`src/rtl/controller_if.sv`:
```
// Control bus between the multicycle controller (master) and its datapath/memory (slave).
interface controller_if;
  logic [15:0] instruction;
  logic        memReady;
  logic [3:0]  aluControl;
  logic        pcRegEn;
  logic        srcRegEn;
  logic        dstRegEn;
  logic        immRegEn;
  logic        resultRegEn;
  logic        regFileEn;
  logic        signEn;
  logic        pcRegMuxEn;
  logic [1:0]  mux4En;
  logic        shiftALUMuxEn;
  logic        regImmMuxEn;
  logic [1:0]  regFileResultCont;
  logic        memRead;
  logic        memWrite;
  logic        memErr;
  logic [2:0]  state;

  modport master (
    input  instruction, memReady,
    output aluControl, pcRegEn, srcRegEn, dstRegEn, immRegEn, resultRegEn,
           regFileEn, signEn, pcRegMuxEn, mux4En, shiftALUMuxEn, regImmMuxEn,
           regFileResultCont, memRead, memWrite, memErr, state
  );

  modport slave (
    output instruction, memReady,
    input  aluControl, pcRegEn, srcRegEn, dstRegEn, immRegEn, resultRegEn,
           regFileEn, signEn, pcRegMuxEn, mux4En, shiftALUMuxEn, regImmMuxEn,
           regFileResultCont, memRead, memWrite, memErr, state
  );
endinterface

```
`src/rtl/controller.sv`:
```
// Multicycle FETCH/DECODE/EXEC/MEM/WB controller with memory-wait timeout.
// Control outputs are registered from the next state; only the PC-increment strobe follows memReady.
module controller #(
  parameter int unsigned WAIT_MAX = 15
) (
  input logic          clk,
  input logic          reset,
  controller_if.master bus
);
  localparam int unsigned   CW       = (WAIT_MAX < 1) ? 1 : $clog2(WAIT_MAX + 1);
  localparam logic [CW-1:0] WAIT_LIM = CW'(WAIT_MAX);
  localparam logic [3:0]    C_CMP    = 4'b1011;

  typedef enum logic [2:0] {
    FETCH = 3'd0, DECODE = 3'd1, EXEC = 3'd2, MEM = 3'd3, WB = 3'd4
  } state_e;

  typedef enum logic [2:0] {
    K_ILL = 3'd0, K_REG = 3'd1, K_IMM = 3'd2, K_LSH = 3'd3,
    K_LSHI = 3'd4, K_LOAD = 3'd5, K_STOR = 3'd6
  } kind_e;

  function automatic logic in_set(input logic [3:0] c);
    case (c)
      4'b0101, 4'b1001, 4'b1011, 4'b0001, 4'b0010, 4'b0011, 4'b1101: in_set = 1'b1;
      default: in_set = 1'b0;
    endcase
  endfunction

  function automatic logic [3:0] alu_of(input logic [3:0] c);
    case (c)
      4'b0101: alu_of = 4'd0;
      4'b1001: alu_of = 4'd1;
      4'b0001: alu_of = 4'd2;
      4'b0010: alu_of = 4'd3;
      4'b0011: alu_of = 4'd4;
      4'b1011: alu_of = 4'd5;
      4'b1101: alu_of = 4'd6;
      default: alu_of = 4'd0;
    endcase
  endfunction

  // Arithmetic-style immediates are signed; logical ones are zero-extended.
  function automatic logic signed_imm(input logic [3:0] c);
    case (c)
      4'b0101, 4'b1001, 4'b1011, 4'b1101: signed_imm = 1'b1;
      default: signed_imm = 1'b0;
    endcase
  endfunction

  function automatic kind_e kind_of(input logic [15:0] w);
    if (w[15:12] == 4'b0000 && in_set(w[7:4]))          kind_of = K_REG;
    else if (in_set(w[15:12]))                          kind_of = K_IMM;
    else if (w[15:12] == 4'b1000 && w[7:4] == 4'b0100)  kind_of = K_LSH;
    else if (w[15:12] == 4'b1000 && w[7:4] == 4'b0000)  kind_of = K_LSHI;
    else if (w[15:12] == 4'b0100 && w[7:4] == 4'b0000)  kind_of = K_LOAD;
    else if (w[15:12] == 4'b0100 && w[7:4] == 4'b0100)  kind_of = K_STOR;
    else                                                kind_of = K_ILL;
  endfunction

  state_e      state_q, state_d;
  logic [15:0] ir_q, ir_d;
  logic [CW-1:0] cnt_q, cnt_d;
  logic        err_q, err_d;
  logic [3:0]  alu_q, alu_d;
  logic        src_q, src_d, dst_q, dst_d, imm_q, imm_d, res_q, res_d;
  logic        rf_q, rf_d, sign_q, sign_d, pcmux_q, pcmux_d;
  logic [1:0]  mux4_q, mux4_d, rfcont_q, rfcont_d;
  logic        shift_q, shift_d, regimm_q, regimm_d, rd_q, rd_d, wr_q, wr_d;

  kind_e       kind_s;
  logic [3:0]  code_s;
  logic        alu_form_s, req_s, abort_s, pc_inc_s;

  assign kind_s     = kind_of(ir_q);
  assign code_s     = (kind_s == K_REG) ? ir_q[7:4] : ir_q[15:12];
  assign alu_form_s = (kind_s == K_REG) || (kind_s == K_IMM);
  assign req_s      = rd_q | wr_q;
  assign pc_inc_s   = (state_q == FETCH) & rd_q & bus.memReady;

  // Next state, instruction latch, wait counter and sticky timeout flag.
  always_comb begin
    state_d = state_q;
    ir_d    = ir_q;
    cnt_d   = '0;
    err_d   = err_q;
    abort_s = 1'b0;
    case (state_q)
      FETCH, MEM: begin
        if (!req_s) begin
          cnt_d = '0;
        end else if (bus.memReady) begin
          cnt_d = '0;
          if (state_q == FETCH) begin
            ir_d    = bus.instruction;
            state_d = DECODE;
          end else if (kind_s == K_LOAD) begin
            state_d = WB;
          end else begin
            state_d = FETCH;
          end
        end else if (cnt_q == WAIT_LIM) begin
          err_d   = 1'b1;
          abort_s = 1'b1;
          state_d = FETCH;
        end else begin
          cnt_d = cnt_q + CW'(1);
        end
      end
      DECODE: begin
        case (kind_s)
          K_REG, K_IMM, K_LSH, K_LSHI: state_d = EXEC;
          K_LOAD, K_STOR:              state_d = MEM;
          default:                     state_d = FETCH;
        endcase
      end
      EXEC:    state_d = (alu_form_s && code_s == C_CMP) ? FETCH : WB;
      WB:      state_d = FETCH;
      default: state_d = FETCH;
    endcase
  end

  // Control outputs for the cycle about to start, derived from the next state.
  always_comb begin
    alu_d = 4'd0;  src_d = 1'b0;  dst_d = 1'b0;  imm_d = 1'b0;  res_d = 1'b0;
    rf_d = 1'b0;   sign_d = 1'b0; pcmux_d = 1'b0; mux4_d = 2'd0; rfcont_d = 2'd0;
    shift_d = 1'b0; regimm_d = 1'b0; rd_d = 1'b0; wr_d = 1'b0;
    case (state_d)
      FETCH:  rd_d = ~abort_s;
      DECODE: begin
        src_d = 1'b1;
        dst_d = 1'b1;
        imm_d = 1'b1;
      end
      EXEC: begin
        if (alu_form_s) begin
          pcmux_d = 1'b1;
          mux4_d  = (kind_s == K_IMM) ? 2'd1 : 2'd0;
          alu_d   = alu_of(code_s);
          res_d   = (code_s != C_CMP);
          sign_d  = (kind_s == K_IMM) && signed_imm(code_s);
        end else begin
          shift_d  = 1'b1;
          sign_d   = 1'b1;
          regimm_d = (kind_s == K_LSHI);
          res_d    = 1'b1;
        end
      end
      MEM: begin
        rd_d = (kind_s == K_LOAD);
        wr_d = (kind_s == K_STOR);
      end
      WB: begin
        rf_d     = 1'b1;
        rfcont_d = (kind_s == K_LOAD) ? 2'd1 : 2'd0;
      end
      default: rd_d = 1'b0;
    endcase
  end

  // State and output registers; reset discards any in-flight instruction.
  always_ff @(posedge clk or negedge reset) begin
    if (!reset) begin
      state_q <= FETCH;     ir_q <= 16'd0;    cnt_q <= '0;       err_q <= 1'b0;
      alu_q <= 4'd0;        src_q <= 1'b0;    dst_q <= 1'b0;     imm_q <= 1'b0;
      res_q <= 1'b0;        rf_q <= 1'b0;     sign_q <= 1'b0;    pcmux_q <= 1'b0;
      mux4_q <= 2'd0;       rfcont_q <= 2'd0; shift_q <= 1'b0;   regimm_q <= 1'b0;
      rd_q <= 1'b0;         wr_q <= 1'b0;
    end else begin
      state_q <= state_d;   ir_q <= ir_d;     cnt_q <= cnt_d;    err_q <= err_d;
      alu_q <= alu_d;       src_q <= src_d;   dst_q <= dst_d;    imm_q <= imm_d;
      res_q <= res_d;       rf_q <= rf_d;     sign_q <= sign_d;  pcmux_q <= pcmux_d;
      mux4_q <= mux4_d;     rfcont_q <= rfcont_d; shift_q <= shift_d; regimm_q <= regimm_d;
      rd_q <= rd_d;         wr_q <= wr_d;
    end
  end

  // PC+1 uses the PC/const-1 ALU path, which is the all-zero select except for mux4En.
  assign bus.pcRegEn           = pc_inc_s;
  assign bus.mux4En            = mux4_q | (pc_inc_s ? 2'd2 : 2'd0);
  assign bus.aluControl        = alu_q;
  assign bus.srcRegEn          = src_q;
  assign bus.dstRegEn          = dst_q;
  assign bus.immRegEn          = imm_q;
  assign bus.resultRegEn       = res_q;
  assign bus.regFileEn         = rf_q;
  assign bus.signEn            = sign_q;
  assign bus.pcRegMuxEn        = pcmux_q;
  assign bus.shiftALUMuxEn     = shift_q;
  assign bus.regImmMuxEn       = regimm_q;
  assign bus.regFileResultCont = rfcont_q;
  assign bus.memRead           = rd_q;
  assign bus.memWrite          = wr_q;
  assign bus.memErr            = err_q;
  assign bus.state             = state_q;
endmodule
```
`src/flat_wrapper.sv`:
```
// flat-port wrapper written by rule: the top's interface ports become plain ports
module controller_flat 
#(
  parameter int unsigned WAIT_MAX = 15
)
  (clk, reset, bus_instruction, bus_memReady, bus_aluControl, bus_pcRegEn, bus_srcRegEn, bus_dstRegEn, bus_immRegEn, bus_resultRegEn, bus_regFileEn, bus_signEn, bus_pcRegMuxEn, bus_mux4En, bus_shiftALUMuxEn, bus_regImmMuxEn, bus_regFileResultCont, bus_memRead, bus_memWrite, bus_memErr, bus_state);
  controller_if bus_i ();
  input logic clk;
  input logic reset;
  input wire logic [$bits(bus_i.instruction)-1:0] bus_instruction;
  input wire logic [$bits(bus_i.memReady)-1:0] bus_memReady;
  output wire logic [$bits(bus_i.aluControl)-1:0] bus_aluControl;
  output wire logic [$bits(bus_i.pcRegEn)-1:0] bus_pcRegEn;
  output wire logic [$bits(bus_i.srcRegEn)-1:0] bus_srcRegEn;
  output wire logic [$bits(bus_i.dstRegEn)-1:0] bus_dstRegEn;
  output wire logic [$bits(bus_i.immRegEn)-1:0] bus_immRegEn;
  output wire logic [$bits(bus_i.resultRegEn)-1:0] bus_resultRegEn;
  output wire logic [$bits(bus_i.regFileEn)-1:0] bus_regFileEn;
  output wire logic [$bits(bus_i.signEn)-1:0] bus_signEn;
  output wire logic [$bits(bus_i.pcRegMuxEn)-1:0] bus_pcRegMuxEn;
  output wire logic [$bits(bus_i.mux4En)-1:0] bus_mux4En;
  output wire logic [$bits(bus_i.shiftALUMuxEn)-1:0] bus_shiftALUMuxEn;
  output wire logic [$bits(bus_i.regImmMuxEn)-1:0] bus_regImmMuxEn;
  output wire logic [$bits(bus_i.regFileResultCont)-1:0] bus_regFileResultCont;
  output wire logic [$bits(bus_i.memRead)-1:0] bus_memRead;
  output wire logic [$bits(bus_i.memWrite)-1:0] bus_memWrite;
  output wire logic [$bits(bus_i.memErr)-1:0] bus_memErr;
  output wire logic [$bits(bus_i.state)-1:0] bus_state;
  assign bus_i.instruction = bus_instruction;
  assign bus_i.memReady = bus_memReady;
  assign bus_aluControl = bus_i.aluControl;
  assign bus_pcRegEn = bus_i.pcRegEn;
  assign bus_srcRegEn = bus_i.srcRegEn;
  assign bus_dstRegEn = bus_i.dstRegEn;
  assign bus_immRegEn = bus_i.immRegEn;
  assign bus_resultRegEn = bus_i.resultRegEn;
  assign bus_regFileEn = bus_i.regFileEn;
  assign bus_signEn = bus_i.signEn;
  assign bus_pcRegMuxEn = bus_i.pcRegMuxEn;
  assign bus_mux4En = bus_i.mux4En;
  assign bus_shiftALUMuxEn = bus_i.shiftALUMuxEn;
  assign bus_regImmMuxEn = bus_i.regImmMuxEn;
  assign bus_regFileResultCont = bus_i.regFileResultCont;
  assign bus_memRead = bus_i.memRead;
  assign bus_memWrite = bus_i.memWrite;
  assign bus_memErr = bus_i.memErr;
  assign bus_state = bus_i.state;
  controller #(.WAIT_MAX(WAIT_MAX)) u_core (.clk(clk), .reset(reset), .bus(bus_i));
endmodule
```
`config.mk`:
```
export PLATFORM = sky130hd
export DESIGN_NAME = controller_flat
export DESIGN_NICKNAME = d
export VERILOG_FILES = /design/src/rtl/controller_if.sv /design/src/rtl/controller.sv /design/src/flat_wrapper.sv
export SDC_FILE = /design/constraint.sdc
export NUM_CORES = 1
export LEC_CHECK = 0
export ABC_AREA = 0
export CORE_MARGIN = 1.5
export CORE_UTILIZATION = 40
export CTS_BUF_LIST = sky130_fd_sc_hd__clkbuf_8
export CTS_CLUSTER_DIAMETER = 60
export DETAILED_ROUTE_END_ITERATION = 8
export PLACE_DENSITY = 0.69
export SYNTH_ARGS = -nofsm -noshare
export SYNTH_HDL_FRONTEND = slang
export SYNTH_SLANG_ARGS = --single-unit
```
`constraint.sdc`:
```
create_clock -name clk -period 3.1 [get_ports clk]
set_clock_uncertainty 0.1 [all_clocks]
set_input_delay 0.31 -clock clk [delete_from_list [all_inputs] [get_ports clk]]
set_output_delay 0.31 -clock clk [all_outputs]
set_load 0.005 [all_outputs]
```
==> reports/qor.txt, run 1 <==
========================================================================================
Synthesized netlist cell count                                                       155
Per-cell via count in the routed design                                             5.16
Post-layout min period                                                           2.28 ns
Final cell count without fillers                                                     235
Number of nets in the layout                                                         206
Flip-flop and latch count after synthesis                                             30
Total half-perimeter wirelength after legalization and detailed placement        2430 um
Hold-fix buffers at CTS                                                                0
Post-route ant nets                                                                    0
Worst IR drop on VDD                                                            0.424 mV
Share of the clock period used by the worst path                                   73.5%
WS Path Type                                                                input port to primary output
Overall power consumption                                                        1750 uW
Number of different library cells in the post-synthesis netlist                       46
Data required time at the worst endpoint                                         2.69 ns
Peak Freq                                                                        439 MHz
Initial standard-cell utilization of the core                                      41.9%
Number of enable-type register cells in the synthesized netlist                        0
Total negative setup slack                                                          0 ns
Average footprint of a synthesized cell                                       9.98 sq um
Die Ht                                                                           65.2 um
CP endpoint kind                                                            primary output
Worst-skew pair later-pin latency                                                0.28 ns
Placed Area                                                                 0.00188 sq mm
Cell accounting for the most synthesized area                               sky130_fd_sc_hd__dfrtp_1
Finish-stage setup viols                                                               0
Share of async-settable or async-resettable flops after synthesis                   100%
Clock-pin slew on the worst setup and hold paths                                 0.06 ns
Post-cts repair resize count                                                           0
# placed instances                                                                   227
Ratio of cells with drive above 1 in the final layout                              11.2%
Power per cell area                                                          892 mW/mm^2
GRT Util Overall                                                                   16.5%
Cell with the most instances after synthesis                                sky130_fd_sc_hd__dfrtp_1
Remaining design rule violation count                                                  0
Number of H-tree levels                                                                2
Largest fanout on the critical path                                                    4
Maximum number of pins on one net before global-route repair                          31
Final max-slew violation count                                                         0
Number of vias after detailed routing                                              1,213
RSZ-0062 raised after global routing                                               false
Core outline area                                                           0.00369 sq mm
Worst hold slack                                                                0.315 ns
FP Rows                                                                               22
Global-route wire length before repair                                           5270 um
Post-synthesis instance area                                                0.00155 sq mm
Signal arrival time at the worst endpoint                                        1.87 ns
Hold Fails Final Rpt                                                                   0
Post-CTS Setup Repair Bufs                                                             0
Most area-consuming cells after synthesis                                   sky130_fd_sc_hd__dfrtp_1, sky130_fd_sc_hd__nand2_1, sky130_fd_sc_hd__a21oi_1
Total number of clock tree sinks                                                      30
Count of boundary I/O pins                                                            43
Clock tree from TritonCTS                                                           done
Area growth, synth to finish                                                       27.2%
Global placer's final weighted congestion                                          0.836
Residual overflow from global routing                                                  0
Vias in the first global route                                                     1,193
Routed wire length per instance                                                  13.5 um
Iter 0 DRT Violations                                                                 37
Number of detailed-routing iterations run before antenna repair                        4
Antenna violations before repair                                                       0
Number of antenna diodes                                                               0
Clk Tree Root Cell                                                          sky130_fd_sc_hd__clkbuf_8
Post-detailed-routing wire length                                                3170 um
Total CTS buffers                                                                      5
Count of synthesis-stage warnings from yosys                                           0
Die area                                                                    0.00425 sq mm
Most used flip-flop cell after synthesis                                    sky130_fd_sc_hd__dfrtp_1
Port-buffer cells                                                                     32
Type of the worst min-delay path                                            input port to async pin
Leakage power total                                                          0.000849 uW
Area of all placed cells without fillers                                    0.00197 sq mm
Longest Clk Path Bufs                                                                  2
Top post-synthesis cells by count                                           sky130_fd_sc_hd__dfrtp_1, sky130_fd_sc_hd__nand2_1, sky130_fd_sc_hd__a21oi_1, sky130_fd_sc_hd__nor2_1, sky130_fd_sc_hd__o21ai_0
Share of the synthesized area in the top cell type                                 48.5%
Outcome                                                                        completed
Width of the die                                                                 65.2 um
Sequential-to-total area share from yosys stat                                     48.5%
Kind of start point of the critical path                                      input port
Max Cap Violations                                                                     0
========================================================================================
metal layers:
| metal | vias to the layer above | GRT usage [%] | part of all wire [%] |
|---|---|---|---|
| li1 | 598 | - | - |
| met1 | 567 | 18.9 | 43 |
| met5 | - | 0 | 0 |
| met4 | 0 | 8.33 | 2.5 |
| met3 | 11 | 5.65 | 5.3 |
| met2 | 37 | 27.4 | 49 |
flip-flops by register name, summed over array words and instances, names as in the netlist:
signal                        cells
u_core.bus.regImmMuxEn            1
u_core.cnt_q                      4
u_core.bus.shiftALUMuxEn          1
u_core.bus.aluControl             3
u_core.ir_q                       8
u_core.bus.pcRegMuxEn             1
u_core.bus.memErr                 1
u_core.bus.regFileResultCont      1
u_core.bus.memRead                1
u_core.bus.srcRegEn               1
u_core.bus.signEn                 1
u_core.bus.regFileEn              1
u_core.bus.memWrite               1
u_core.bus.resultRegEn            1
u_core.mux4_q                     1
u_core.bus.state                  3
power breakdown:
part           internal (uW)  switching (uW)
registers                510             164
logic                    388             378
clock network            175             138
total                   1070             681
metrics by stage:
stage	utilization [%]	setup slack, ns
after floorplan	-	1.37
after global placement	50.8	0.863
after detailed placement	50.8	0.811
after CTS	53.3	0.810
after global routing	53.3	0.730
final	53.3	0.821
cell families (layout without fill, tap and decap cells):
family,Yosys count,after routing,synth area share (%)
XOR/XNOR,2,2,1.13
adder cells (fa/ha/maj),1,1,0.809
other,1,2,0.242
AO/OA/AOI/OAI,35,35,16.6
multiplexers,1,1,0.728
flip-flops,30,30,48.5
AND/OR/NAND/NOR,68,68,26.2
buffers and inverters,17,48,5.74
layout make-up:
cell class / count / area [sq um]
Sequential cell: 30 / 751
Fill cell: 355 / 1720
Inverter: 7 / 26.3
Clock buffer: 6 / 82.6
Timing Repair Buffer: 33 / 328
Tap cell: 48 / 60.1
Multi-Input combinational cell: 109 / 711
Clock inverter: 2 / 8.76
cells in the final DEF (no fill, tap or decap), types with 4 or more instances in the layout:
cell and n:
sky130_fd_sc_hd__clkdlybuf4s50_1 32, sky130_fd_sc_hd__a31oi_1 4, sky130_fd_sc_hd__a21oi_1 8, sky130_fd_sc_hd__o21ai_0 8, sky130_fd_sc_hd__inv_1 8, sky130_fd_sc_hd__nor2b_1 6, sky130_fd_sc_hd__nor2_1 8, sky130_fd_sc_hd__nor3b_1 4
sky130_fd_sc_hd__dfrtp_1 30, sky130_fd_sc_hd__clkbuf_8 6, sky130_fd_sc_hd__nand2_1 25
path summary, 6_finish.rpt:
kind | start | to | slack (ns) | cells after the start
worst max-delay path | bus_memReady | bus_pcRegEn | 0.82 | 4
worst min-delay path | reset | u_core.cnt_q[0] | 0.31 | 2
worst max register to register | u_core.cnt_q[0] | u_core.bus.regImmMuxEn | 1.11 | 6
worst min register to register | u_core.bus.memErr | u_core.bus.memErr | 0.38 | 1
max in group asynchronous | reset | u_core.bus.resultRegEn | 2.31 | 2
min in group clk | u_core.bus.memErr | u_core.bus.memErr | 0.38 | 1
worst max-delay path, stage by stage:
cell                              delay [ns]
sky130_fd_sc_hd__clkdlybuf4s50_1        0.53
sky130_fd_sc_hd__nor4b_1                0.29
sky130_fd_sc_hd__and2_1                 0.21
sky130_fd_sc_hd__clkdlybuf4s50_1        0.53
Power figures use the tool's default switching activity.
==> run 2: changes to the inputs <==
--- a/config.mk
+++ b/config.mk
@@ -11,7 +11,7 @@
 export CTS_BUF_LIST = sky130_fd_sc_hd__clkbuf_8
 export CTS_CLUSTER_DIAMETER = 60
 export DETAILED_ROUTE_END_ITERATION = 8
-export PLACE_DENSITY = 0.69
+export PLACE_DENSITY = 0.71
 export SYNTH_ARGS = -nofsm -noshare
 export SYNTH_HDL_FRONTEND = slang
 export SYNTH_SLANG_ARGS = --single-unit
==> constraint.sdc (replaced) <==
create_clock -name clk -period 2 [get_ports clk]
set_clock_uncertainty 0.1 [all_clocks]
set_input_delay 0.2 -clock clk [delete_from_list [all_inputs] [get_ports clk]]
set_output_delay 0.2 -clock clk [all_outputs]
set_load 0.005 [all_outputs]
==> run 2 against run 1 <==
  * Critical path depth increased by 2
  * Via count increased by 4.5%
  * Cell count is 3.8% higher
  * Clock-buffer cell count unchanged
==> reports/qor.txt, run 2 (synthesis results as in run 1) <==
========================================================================================
Peak Freq                                                                        518 MHz
GRT Util Overall                                                                   17.5%   +0.98 points
Post-route ant nets                                                                    0   unchanged
Maximum number of pins on one net before global-route repair                          31   unchanged
Port-buffer cells                                                                     32   unchanged
Vias in the first global route                                                     1,214   +1.8%
Commonest non-fill, non-tap cell in the layout                              sky130_fd_sc_hd__clkdlybuf4s50_1
Kind of start point of the critical path                                       flip-flop
Final max-slew violation count                                                         0   unchanged
CP endpoint kind                                                               flip-flop
Outcome                                                                        completed
Antenna violations before repair                                                       0   unchanged
Residual overflow from global routing                                                  0   unchanged
FP Rows                                                                               22   unchanged
Clock tree from TritonCTS                                                           done
Worst IR drop on VDD                                                            0.677 mV   +60%
Global placer's final weighted congestion                                          0.813   -2.8%
Crit-path slowest cell                                                      sky130_fd_sc_hd__dfrtp_1
Leakage power total                                                          0.000924 uW   +8.8%
Highest-count cells in the layout ignoring fill and taps                    sky130_fd_sc_hd__clkdlybuf4s50_1, sky130_fd_sc_hd__dfrtp_1, sky130_fd_sc_hd__nand2_1, sky130_fd_sc_hd__buf_4
Area growth, synth to finish                                                       33.9%
Count of boundary I/O pins                                                            43   unchanged
Fill cells                                                                           326   -8.2%
Die area                                                                    0.00425 sq mm   unchanged
Largest fanout on the critical path                                                    5   +1
Post-detailed-routing wire length                                                3310 um   +4.2%
Biggest register                                                             u_core.ir_q
WP depth                                                                               6   +2
Core outline area                                                           0.00369 sq mm   unchanged
Share of total power in combinational logic                                        46.2%   +2.5 points
Clock-pin slew on the worst setup and hold paths                                 0.06 ns   about the same
Series of cell instances along the critical path                            ha_4, a31oi_1, o211ai_1, o211ai_1, a21o_4, a211oi_2
Reg2reg end                                                                 u_core.mux4_q[0]
Number of antenna diodes                                                               0   unchanged
Number of nets in the layout                                                         215   +4.4%
Most common cell type on the critical path                                  sky130_fd_sc_hd__o211ai_1
Switching part of the total                                                        38.5%   -0.35 points
Cell family with most CP delay                                              compound AO/OA/AOI/OAI gates
Hold-fix buffers at CTS                                                                0   unchanged
Slack of the worst reg-to-reg path                                               0.07 ns   -1.04 ns
Clk Tree Root Cell                                                          sky130_fd_sc_hd__clkbuf_8
Number of flip-flops under the largest register name                                   8   unchanged
Ratio of cells with drive above 1 in the final layout                              17.9%   +6.6 points
Switching power                                                                  1100 uW   +61%
Share of the clock period used by the worst path                                   96.6%
Worst-skew pair later-pin latency                                                0.28 ns   about the same
Reg-to-Reg Start                                                            u_core.cnt_q[0]
Data required time at the worst endpoint                                         2.09 ns   -0.60 ns
Total half-perimeter wirelength after legalization and detailed placement        2350 um   -3.3%
Number of vias after detailed routing                                              1,268   +4.5%
Signal arrival time at the worst endpoint                                        2.02 ns   +0.15 ns
Type of the worst min-delay path                                            input port to async pin
Total number of clock tree sinks                                                      30   unchanged
Die Ht                                                                           65.2 um   unchanged
Post-layout min period                                                           1.93 ns
Routed wire length per instance                                                  13.5 um   +0.38%
Source of the critical timing path                                          u_core.cnt_q[0]
Width of the die                                                                 65.2 um   unchanged
WS Path Type                                                                flip-flop to flip-flop
Per-cell via count in the routed design                                             5.20   +0.68%
Finish-stage setup viols                                                               0   unchanged
Sum of buffers and inverters on the critical path                                      0   -2
Pint                                                                             1760 uW   +64%
Longest individual stage delay on the worst path                                 0.44 ns   -0.09 ns
Registers with the most flip-flops                                          u_core.ir_q (8), u_core.cnt_q (4)
Total CTS buffers                                                                      5   unchanged
Share of power burned in registers                                                 36.9%   -1.5 points
Total negative setup slack                                                          0 ns   unchanged
Clock power frac                                                                   17.0%   -0.9 points
Worst Setup EP                                                              u_core.mux4_q[0]
Max Cap Violations                                                                     0   unchanged
Power per cell area                                                         1380 mW/mm^2   +55%
Longest Clk Path Bufs                                                                  2   unchanged
Worst hold slack                                                                0.202 ns   -0.112 ns
Remaining design rule violation count                                                  0   unchanged
Worst-case reg-to-reg path depth                                                       6   unchanged
Hold Fails Final Rpt                                                                   0   unchanged
Initial standard-cell utilization of the core                                      41.9%   unchanged
Global-route wire length before repair                                           5550 um   +5.4%
Iter 0 DRT Violations                                                                 36   -2.7%
Number of H-tree levels                                                                2   unchanged
Number of detailed-routing iterations run before antenna repair                        5   +1
========================================================================================
[run 2: changes by cell type in the layout (fill, tap and decap cells not counted), moves of 2 or more]
| cell | previous run | this run |
|---|---|---|
| sky130_fd_sc_hd__clkdlybuf4s50_1 | 32 | 30 |
| sky130_fd_sc_hd__dfrtp_2 | 0 | 3 |
| sky130_fd_sc_hd__dfrtp_1 | 30 | 27 |
| sky130_fd_sc_hd__dlymetal6s2s_1 | 0 | 2 |
| sky130_fd_sc_hd__buf_4 | 1 | 10 |
[run 2: worst min-delay path by stage]
stage	end	depth (start not counted)
after detailed placement	u_core.bus.memErr	1
after CTS	u_core.cnt_q[2]	2
final	u_core.cnt_q[2]	2
after floorplan	u_core.bus.aluControl[0]	0
after global placement	u_core.bus.memErr	1
after global routing	u_core.bus.memWrite	2
[run 2: layout make-up]
cell class              instances  area [sq um]  share of cell area (%)
clock buffers                   6          82.6                    3.99
clock inverters                 2          8.76                   0.423
inverters                       7          26.3                    1.27
multi-input cells             109           738                    35.6
flip-flops and latches         30           754                    36.4
well taps                      48          60.1                    2.90
repair buffers                 42           400                    19.3
[run 2: power by group through the flow]
stage / Sequential (uW) / Combinational [uW] / Clock (uW)
after floorplan: 942 / 889 / 0
after CTS: 1040 / 1290 / 504
final: 1050 / 1320 / 484
after global routing: 1090 / 1470 / 538
after global placement: 1040 / 1230 / 0
after detailed placement: 1050 / 1250 / 0
[run 2: metal layers]
metal	up-vias	global-route usage (%)	share of wire [%]
met3	7	5.99	4.7
met4	0	7.29	1.8
met2	32	29.7	50
li1	617	-	-
met5	-	0	0
met1	612	20.1	43
[run 2: repair_timing]
action / CTS / global route
pin swaps: 1 / 3
setup buffers: 1 / 3
gates resized for setup: 4 / 5
cloned: 0 / 0
setup endpoints to repair: 2 / 7
[run 2: through the flow]
| stage | area (sq um) | setup WS, ns | cells | utilization [%] | power [uW] |
|---|---|---|---|---|---|
| after global placement | 1910 | -0.00399 | 232 | 51.9 | 2260 |
| after detailed placement | 1910 | -0.0194 | 232 | 51.9 | 2300 |
| after global routing | 2070 | -0.0191 | 244 | 56.1 | 3100 |
| after CTS | 2020 | 0.00829 | 241 | 54.8 | 2830 |
| after floorplan | 1550 | 0.266 | 156 | - | 1830 |
| final | 2070 | 0.0681 | 244 | 56.1 | 2860 |
==> run 3: changes to the inputs <==
--- a/config.mk
+++ b/config.mk
@@ -7,11 +7,12 @@
 export LEC_CHECK = 0
 export ABC_AREA = 0
 export CORE_MARGIN = 1.5
-export CORE_UTILIZATION = 40
+export CORE_UTILIZATION = 44
 export CTS_BUF_LIST = sky130_fd_sc_hd__clkbuf_8
 export CTS_CLUSTER_DIAMETER = 60
 export DETAILED_ROUTE_END_ITERATION = 8
-export PLACE_DENSITY = 0.71
+export PLACE_DENSITY = 0.77
+export SKIP_LAST_GASP = 1
 export SYNTH_ARGS = -nofsm -noshare
 export SYNTH_HDL_FRONTEND = slang
 export SYNTH_SLANG_ARGS = --single-unit
==> run 3 against run 2 <==
  * Non-clock buffer count grew 1
  * Clock power is 4.5% higher
  * Worst setup slack gained 0.032 ns
  * Worst hold slack improved by 0.0013 ns
  * Critical path type unchanged
  * Largest cell class unchanged
==> reports/qor.txt, run 3 (synthesis results as in run 1) <==
========================================================================================
Outcome                                                                        completed
Highest-count cells in the layout ignoring fill and taps                    sky130_fd_sc_hd__clkdlybuf4s50_1, sky130_fd_sc_hd__dfrtp_1, sky130_fd_sc_hd__nand2_1, sky130_fd_sc_hd__buf_4
Largest fanout on the critical path                                                    6   +1
Iter 0 DRT Violations                                                                 64   +78%
Share of the clock period used by the worst path                                   95.0%   -1.6 points
Global-route wire length before repair                                           5480 um   -1.4%
Clk Tree Root Cell                                                          sky130_fd_sc_hd__clkbuf_8
Die area                                                                    0.00388 sq mm   -8.7%
Fill cells                                                                           319   -2.1%
Total negative setup slack                                                          0 ns   unchanged
Max Cap Violations                                                                     0   unchanged
RSZ-0062 raised after global routing                                                true
Per-cell via count in the routed design                                             5.27   +1.4%
Core outline area                                                           0.00336 sq mm   -8.8%
Maximum number of pins on one net before global-route repair                          31   unchanged
Worst IR drop on VDD                                                            0.931 mV   +37%
FP Rows                                                                               21   -4.5%
Hold Fails Final Rpt                                                                   0   unchanged
Port-buffer cells                                                                     32   unchanged
Number of detailed-routing iterations run before antenna repair                        4   -1
Pre-CTS WS                                                                    -0.0229 ns   -0.00349 ns
CP endpoint kind                                                               flip-flop
Number of flip-flops under the largest register name                                   8   unchanged
Final cell count without fillers                                                     243   -0.41%
Leakage power total                                                          0.000926 uW   +0.21%
# placed instances                                                                   230   -0.86%
Total number of clock tree sinks                                                      30   unchanged
Power per cell area                                                         1400 mW/mm^2   +1.1%
Remaining design rule violation count                                                  0   unchanged
Worst-skew pair later-pin latency                                                0.28 ns   about the same
Registers with the most flip-flops                                          u_core.ir_q (8), u_core.cnt_q (4)
Biggest register                                                             u_core.ir_q
Finish-stage setup viols                                                               0   unchanged
Routed wire length per instance                                                  13.3 um   -1.9%
Type of the worst min-delay path                                            input port to async pin
Commonest non-fill, non-tap cell in the layout                              sky130_fd_sc_hd__clkdlybuf4s50_1
Data required time at the worst endpoint                                         2.07 ns   -0.02 ns
Final max-slew violation count                                                         0   unchanged
Initial standard-cell utilization of the core                                      46.0%   +4.1 points
Number of nets in the layout                                                         216   +0.47%
Number of vias after detailed routing                                              1,280   +0.95%
GRT Util Overall                                                                   18.0%   +0.47 points
Die Ht                                                                           62.3 um   -4.4%
Total CTS buffers                                                                      5   unchanged
Longest Clk Path Bufs                                                                  2   unchanged
Ratio of cells with drive above 1 in the final layout                              18.3%   +0.42 points
Kind of start point of the critical path                                       flip-flop
WS Path Type                                                                flip-flop to flip-flop
Post-layout min period                                                           1.90 ns   -0.0322 ns
Number of H-tree levels                                                                2   unchanged
Signal arrival time at the worst endpoint                                        1.97 ns   -0.05 ns
Peak Freq                                                                        526 MHz   +1.7%
Post-detailed-routing wire length                                                3230 um   -2.3%
Clock tree from TritonCTS                                                           done
Area growth, synth to finish                                                       34.4%
Clock-pin slew on the worst setup and hold paths                                 0.07 ns   about the same
Antenna violations before repair                                                       0   unchanged
Number of antenna diodes                                                               0   unchanged
Final setup margin                                                              0.100 ns   +0.0322 ns
Total half-perimeter wirelength after legalization and detailed placement        2340 um   -0.18%
Vias in the first global route                                                     1,217   +0.25%
Residual overflow from global routing                                                  0   unchanged
Post-route ant nets                                                                    0   unchanged
Hold-fix buffers at CTS                                                                0   unchanged
Global placer's final weighted congestion                                          0.846   +4.0%
Width of the die                                                                 62.3 um   -4.4%
Count of boundary I/O pins                                                            43   unchanged
========================================================================================
run 3: layout make-up:
cell class	instances	area, sq um	share of cell area [%]
Multi-Input combinational cell	109	738	35.5
Inverter	7	26.3	1.26
Clock buffer	6	82.6	3.97
Tap cell	46	57.6	2.77
Sequential cell	30	753	36.2
Timing Repair Buffer	43	408	19.6
Clock inverter	2	12.5	0.602
run 3: final timing paths:
| kind | startpoint | to | slack (ns) | cells after the start |
|---|---|---|---|---|
| worst max-delay path | u_core.bus.state[0] | u_core.bus.memRead | 0.10 | 6 |
| worst max register to register | u_core.bus.state[0] | u_core.bus.memRead | 0.10 | 6 |
| min in group clk | bus_instruction[12] | u_core.ir_q[12] | 0.34 | 3 |
| worst min register to register | u_core.bus.memErr | u_core.bus.memErr | 0.37 | 1 |
| max in group asynchronous | reset | u_core.bus.state[2] | 1.31 | 2 |
| worst min-delay path | reset | u_core.bus.aluControl[1] | 0.20 | 2 |
run 3: what timing repair did:
action | in CTS | in global routing
buffers inserted | 2 | 3
pin swaps | 1 | 5
endpoints found under the setup margin | 2 | 7
gates resized for setup | 2 | 6
run 3: report_power, final:
group	switching (uW)	internal (uW)	leakage, uW
clock network	230	276	0.0000472
logic	646	713	0.000486
registers	242	793	0.000393
total	1120	1780	0.000926
run 3: metal layers:
layer / up-vias / track usage [%] / share of wire [%]
met5: - / 0 / 0
met4: 0 / 6.11 / 1.4
met3: 7 / 5.98 / 5.9
met2: 38 / 31.5 / 51
met1: 619 / 20.6 / 42
li1: 616 / - / -
run 3: critical path, stage by stage, from the launching register on:
cell and delay [ns]:
sky130_fd_sc_hd__dfrtp_2 0.42, sky130_fd_sc_hd__buf_4 0.16, sky130_fd_sc_hd__xor2_1 0.15, sky130_fd_sc_hd__or4_4 0.41, sky130_fd_sc_hd__or3_1 0.36, sky130_fd_sc_hd__nand4b_1 0.11
sky130_fd_sc_hd__a21oi_1 0.07
run 3: through the flow:
step                      instance area [sq um]  total power (uW)  hold slack [ns]  utilization (%)
after global placement                     1910              2260            0.355             56.8
after floorplan                            1550              1830           -0.196                -
after CTS                                  2030              2850            0.213             60.3
after global routing                       2080              3110            0.242             61.8
after detailed placement                   1910              2310            0.354             56.8
final                                      2080              2900            0.203             61.8
